**config.mk**
```make
export PLATFORM = sky130hd
export DESIGN_NAME = start_sequencer
export DESIGN_NICKNAME = d
export VERILOG_FILES = /design/src/rtl/start_sequencer.sv
export SDC_FILE = /design/constraint.sdc
export NUM_CORES = 1
export LEC_CHECK = 0
export CORE_MARGIN = 2
export CORE_UTILIZATION = 45
export CTS_BUF_LIST = sky130_fd_sc_hd__clkbuf_4
export DETAILED_ROUTE_END_ITERATION = 10
export GPL_TIMING_DRIVEN = 0
export HOLD_SLACK_MARGIN = 0.05
export PLACE_DENSITY_LB_ADDON = 0.08
export SLEW_MARGIN = 20
export SYNTH_ARGS = -nofsm -noshare
export SYNTH_HDL_FRONTEND = slang
export SYNTH_SLANG_ARGS = --single-unit
```
**constraint.sdc**
```tcl
create_clock -name CLK -period 10.01 [get_ports CLK]
set_clock_uncertainty 0.2 [all_clocks]
set_input_delay 2.002 -clock CLK [delete_from_list [all_inputs] [get_ports CLK]]
set_output_delay 2.002 -clock CLK [all_outputs]
set_load 0.02 [all_outputs]
```
**src/rtl/start_sequencer.sv**
```systemverilog
// Pulse start sequencer: waits for TIME_START, then runs N_IMPULS cycles of
// BLANK1 -> TI (emit) -> BLANK2 -> TP (receive) with registered enables.
module start_sequencer (
    input  logic        CLK,
    input  logic        RESET,
    input  logic [63:0] SYS_TIME,
    input  logic        ARM,
    input  logic        ABORT,
    input  logic [47:0] TIME_START,
    input  logic [15:0] N_IMPULS,
    input  logic [31:0] T_TI,
    input  logic [31:0] T_TP,
    input  logic [31:0] T_BLANK1,
    input  logic [31:0] T_BLANK2,
    output logic        EN_IZ,
    output logic        EN_PR,
    output logic        DDS_START,
    output logic        BUSY,
    output logic        DONE,
    output logic        ERR_PARAM,
    output logic        ERR_LATE,
    output logic        ERR_BUSY,
    output logic [15:0] PULSE_CNT
);

    typedef enum logic [2:0] {IDLE, WAIT_T, BLANK1, TI, BLANK2, TP} state_t;

    state_t      state, state_nxt;
    logic [31:0] cnt, cnt_nxt;
    logic [47:0] start_q;
    logic [15:0] n_q;
    logic [31:0] ti_q, tp_q, b1_q, b2_q;
    logic        load, cnt_inc, done_nxt, ep_nxt, el_nxt, eb_nxt;
    logic [47:0] now;
    logic        unused_sys_hi;

    assign now           = SYS_TIME[47:0];
    assign unused_sys_hi = ^SYS_TIME[63:48];

    always_comb begin
        state_nxt = state;
        cnt_nxt   = cnt;
        load      = 1'b0;
        cnt_inc   = 1'b0;
        done_nxt  = 1'b0;
        ep_nxt    = 1'b0;
        el_nxt    = 1'b0;
        eb_nxt    = 1'b0;
        if (ABORT) begin
            state_nxt = IDLE;
        end else begin
            case (state)
                IDLE: if (ARM) begin
                    if (N_IMPULS == 16'd0 || T_TI == 32'd0 || T_TP == 32'd0)
                        ep_nxt = 1'b1;
                    else if (TIME_START <= now)
                        el_nxt = 1'b1;
                    else begin
                        load      = 1'b1;
                        state_nxt = WAIT_T;
                    end
                end
                WAIT_T: if (now >= start_q) begin
                    // zero-length blanks fall straight through to the next phase
                    if (b1_q == 32'd0) begin state_nxt = TI;     cnt_nxt = ti_q; end
                    else               begin state_nxt = BLANK1; cnt_nxt = b1_q; end
                end
                BLANK1: begin
                    if (cnt == 32'd1) begin state_nxt = TI; cnt_nxt = ti_q; end
                    else cnt_nxt = cnt - 32'd1;
                end
                TI: begin
                    if (cnt == 32'd1) begin
                        if (b2_q == 32'd0) begin state_nxt = TP;     cnt_nxt = tp_q; end
                        else               begin state_nxt = BLANK2; cnt_nxt = b2_q; end
                    end else cnt_nxt = cnt - 32'd1;
                end
                BLANK2: begin
                    if (cnt == 32'd1) begin state_nxt = TP; cnt_nxt = tp_q; end
                    else cnt_nxt = cnt - 32'd1;
                end
                TP: begin
                    if (cnt == 32'd1) begin
                        cnt_inc = 1'b1;
                        if ({1'b0, PULSE_CNT} + 17'd1 < {1'b0, n_q}) begin
                            if (b1_q == 32'd0) begin state_nxt = TI;     cnt_nxt = ti_q; end
                            else               begin state_nxt = BLANK1; cnt_nxt = b1_q; end
                        end else begin
                            state_nxt = IDLE;
                            done_nxt  = 1'b1;
                        end
                    end else cnt_nxt = cnt - 32'd1;
                end
                default: state_nxt = IDLE;
            endcase
            if (ARM && state != IDLE)
                eb_nxt = 1'b1;
        end
    end

    always_ff @(posedge CLK) begin
        if (RESET) begin
            state     <= IDLE;
            cnt       <= '0;
            start_q   <= '0;
            n_q       <= '0;
            ti_q      <= '0;
            tp_q      <= '0;
            b1_q      <= '0;
            b2_q      <= '0;
            EN_IZ     <= 1'b0;
            EN_PR     <= 1'b0;
            DDS_START <= 1'b0;
            BUSY      <= 1'b0;
            DONE      <= 1'b0;
            ERR_PARAM <= 1'b0;
            ERR_LATE  <= 1'b0;
            ERR_BUSY  <= 1'b0;
            PULSE_CNT <= '0;
        end else begin
            state <= state_nxt;
            cnt   <= cnt_nxt;
            if (load) begin
                start_q   <= TIME_START;
                n_q       <= N_IMPULS;
                ti_q      <= T_TI;
                tp_q      <= T_TP;
                b1_q      <= T_BLANK1;
                b2_q      <= T_BLANK2;
                PULSE_CNT <= '0;
            end else if (cnt_inc) begin
                PULSE_CNT <= PULSE_CNT + 16'd1;
            end
            // outputs are registered from the next state so they align with it
            EN_IZ     <= (state_nxt == TI);
            EN_PR     <= (state_nxt == TP);
            DDS_START <= (state_nxt == TI) && (state != TI);
            BUSY      <= (state_nxt != IDLE);
            DONE      <= done_nxt;
            ERR_PARAM <= ep_nxt;
            ERR_LATE  <= el_nxt;
            ERR_BUSY  <= eb_nxt;
        end
    end

endmodule
```
==> metrics <==
area delta synth->final 28.4%; # hold bufs at CTS 0; fmax 175 MHz; antenna-violating nets left 0; post-synthesis sequential area ratio 34.6%; TritonCTS clock tree built; RSZ-0062 raised after global routing false; vias per cell 5.71; CTS Sinks 251; Crit. End Element register; total grt overflow 0; crit start category input pin; CP Data Required Time 10380 ps; Pwr Density 138 nW/um^2; min cycle time layout 5720 ps; vias 14300; die width 184 um; Starting Density 45.8%; share of post-route cells with drive strength above 1 7.25%; die area 33700 sq um; Hold Worst Slack 278 ps; critical path launch point SYS_TIME[14]; number of global-route vias before repair 13700; Least-Margin Pin Slew 1020 ps; cells along the critical path clkdlybuf4s50_1 -> inv_1 -> ha_1 -> nand4_1 -> nor4_1 -> and3b_1 -> a22o_1 -> o21ai_1 -> clkbuf_1 -> buf_2 -> mux2i_1 -> nor2_1; core area 31600 sq um; Max-cap violations 0; HP Start cnt[30]; dpl cells 2381; Critical Path AT 6100 ps; Fin Setup TNS 0 ps; Iter 0 DRT Violations 1271; Post-synth ARST share 0%; post-synth cell types 67; VDD IR max 0.119 mV; Non-Filler Instances 2506; Main synth FF type dfxtp_1; Warnings, synthesis 0; CP Max Fanout 10; Syn Nets 2087; total CTS buffers 72; final hold vios 0; final wirelength 53.0 mm; Setup Buffers After CTS 0; clk buf depth 3; Synth Register Bits 251; hpwl dp 41.7 mm; IO Count 284; final core utilization 58.8%; I/O Buffers 267; routability cong. 0.967; Mapped Avg Cell Area 8.47 sq um; CTS H-tree lvls 3; cts repair resizes 0; most frequent cells in the layout clkdlybuf4s50_1 (267), nor2_1 (253), dfxtp_1 (251); Post-Syn Area 14500 sq um; Tcrit/Tclk final 57.2%; row cnt 65; CP Class in -> reg; initial antenna violation count 9; leakage power 8.52 nW; GR Util All Layers 31.2%; CTS clk-pin slew, worst paths 70 ps; setup slack, reg-to-reg 4690 ps; Syn Inst Count 1712; Final nets 2428; r2r startpoint PULSE_CNT[0]; DR pass1 iterations 7; most common cell after layout, fill and taps aside clkdlybuf4s50_1; CTS root buffer clkbuf_4; number of synthesized flops with an enable pin 0; Final Setup Violations 0; CP peak stage delay 730 ps; worst skew pair latency 730 ps; Worst path slowest cell clkbuf_1; Hold Path Class reg -> reg; Final Slew Violations 0; largest net degree at the start of global routing 12; wire per inst 21.2 um; status complete, no violations; DR DRC count 0; Die Y 184 um; first-pass GRT wire length 79.8 mm; Worst slew margin 31.4%
layout make-up:
class	count	area, sq um
Fill cell	2833	13000
Timing Repair Buffer	267	2670
Clock inverter	16	155
Buffer	91	372
Tap cell	402	503
Sequential cell	251	5020
Antenna cell	7	17.5
Clock buffer	102	766
Multi-Input combinational cell	1248	8650
Inverter	122	458
registers in the layout, summed over array words and instances, names as in the netlist, 3 cells and up:
register and cells:
start_q 48, b1_q 32, b2_q 32, cnt 32, ti_q 32, tp_q 32, PULSE_CNT 16, n_q 16
state 3
report_power, final:
group / switching, mW / internal (mW) / total, mW
logic: 0.270 / 0.227 / 0.497
clock network: 0.458 / 0.544 / 1.00
registers: 0.0321 / 1.03 / 1.06
total: 0.759 / 1.80 / 2.56
layer usage:
layer	track usage (%)	vias to the layer above	wire length [um]
li1	-	6868	-
met1	43.4	6698	23600
met3	8.68	97	5440
met2	46.4	639	22700
met5	0	-	24
met4	10.4	4	1240
Yosys cell counts (all sizes together), types with 3 or more instances:
library cell / n / area (sq um)
nor2: 253 / 950
dfxtp: 251 / 5020
mux2i: 202 / 2020
inv: 122 / 458
ha: 115 / 1440
a21oi: 107 / 536
nand2: 82 / 308
clkbuf: 64 / 240
o21ai: 50 / 250
nor4: 47 / 300
nor3: 40 / 215
a211oi: 31 / 233
nand4: 31 / 194
nand3: 30 / 155
buf: 27 / 131
xor2: 22 / 193
xnor2: 19 / 166
o22ai: 18 / 113
a21o: 16 / 120
a31oi: 16 / 106
a221oi: 15 / 131
nand2b: 13 / 81.3
o211ai: 11 / 82.6
nor2b: 10 / 62.6
or4: 10 / 78.8
and2: 9 / 56.3
and3: 9 / 56.3
a222oi: 8 / 80.1
o21a: 8 / 60.1
or3: 8 / 50.1
a22o: 7 / 61.3
and4: 7 / 61.3
a211o: 4 / 35.0
a31o: 4 / 35.0
o211a: 4 / 40.0
or2: 4 / 25.0
a2111oi: 3 / 26.3
a22oi: 3 / 22.5
a32o: 3 / 30.0
and3b: 3 / 26.3
nor3b: 3 / 22.5
o32ai: 3 / 26.3
kinds of logic after synthesis:
| logic type | after synthesis | synth area share [%] |
|---|---|---|
| AO/OA/AOI/OAI | 327 | 14.7 |
| AND/OR/NAND/NOR | 562 | 18.5 |
| XOR/XNOR | 41 | 2.48 |
| multiplexers | 203 | 14.0 |
| buffers and inverters | 213 | 5.72 |
| flip-flops | 251 | 34.6 |
| adder cells (fa/ha/maj) | 115 | 9.92 |
critical path, delay by kind of cell:
family | cells | cell delay, ps
buf+inv | 4 | 1790
fa+ha+maj | 1 | 310
mux | 1 | 240
compound gates | 2 | 570
simple gates | 4 | 1160
through the flow:
stage	power [mW]	setup WS (ps)	area [sq um]
floorplan	1.34	5460	14500
global placement	1.56	3670	17700
detailed placement	1.57	3630	17700
CTS	2.57	4380	18600
global route	2.68	4150	18600
finish	2.56	4290	18600
path summary, 6_finish.rpt:
path	to	cells past startpoint
worst max-delay path	start_q[1]	12
worst min-delay path	cnt[30]	2
worst max register to register	cnt[24]	17
worst min register to register	cnt[30]	2
Power figures use the tool's default switching activity.
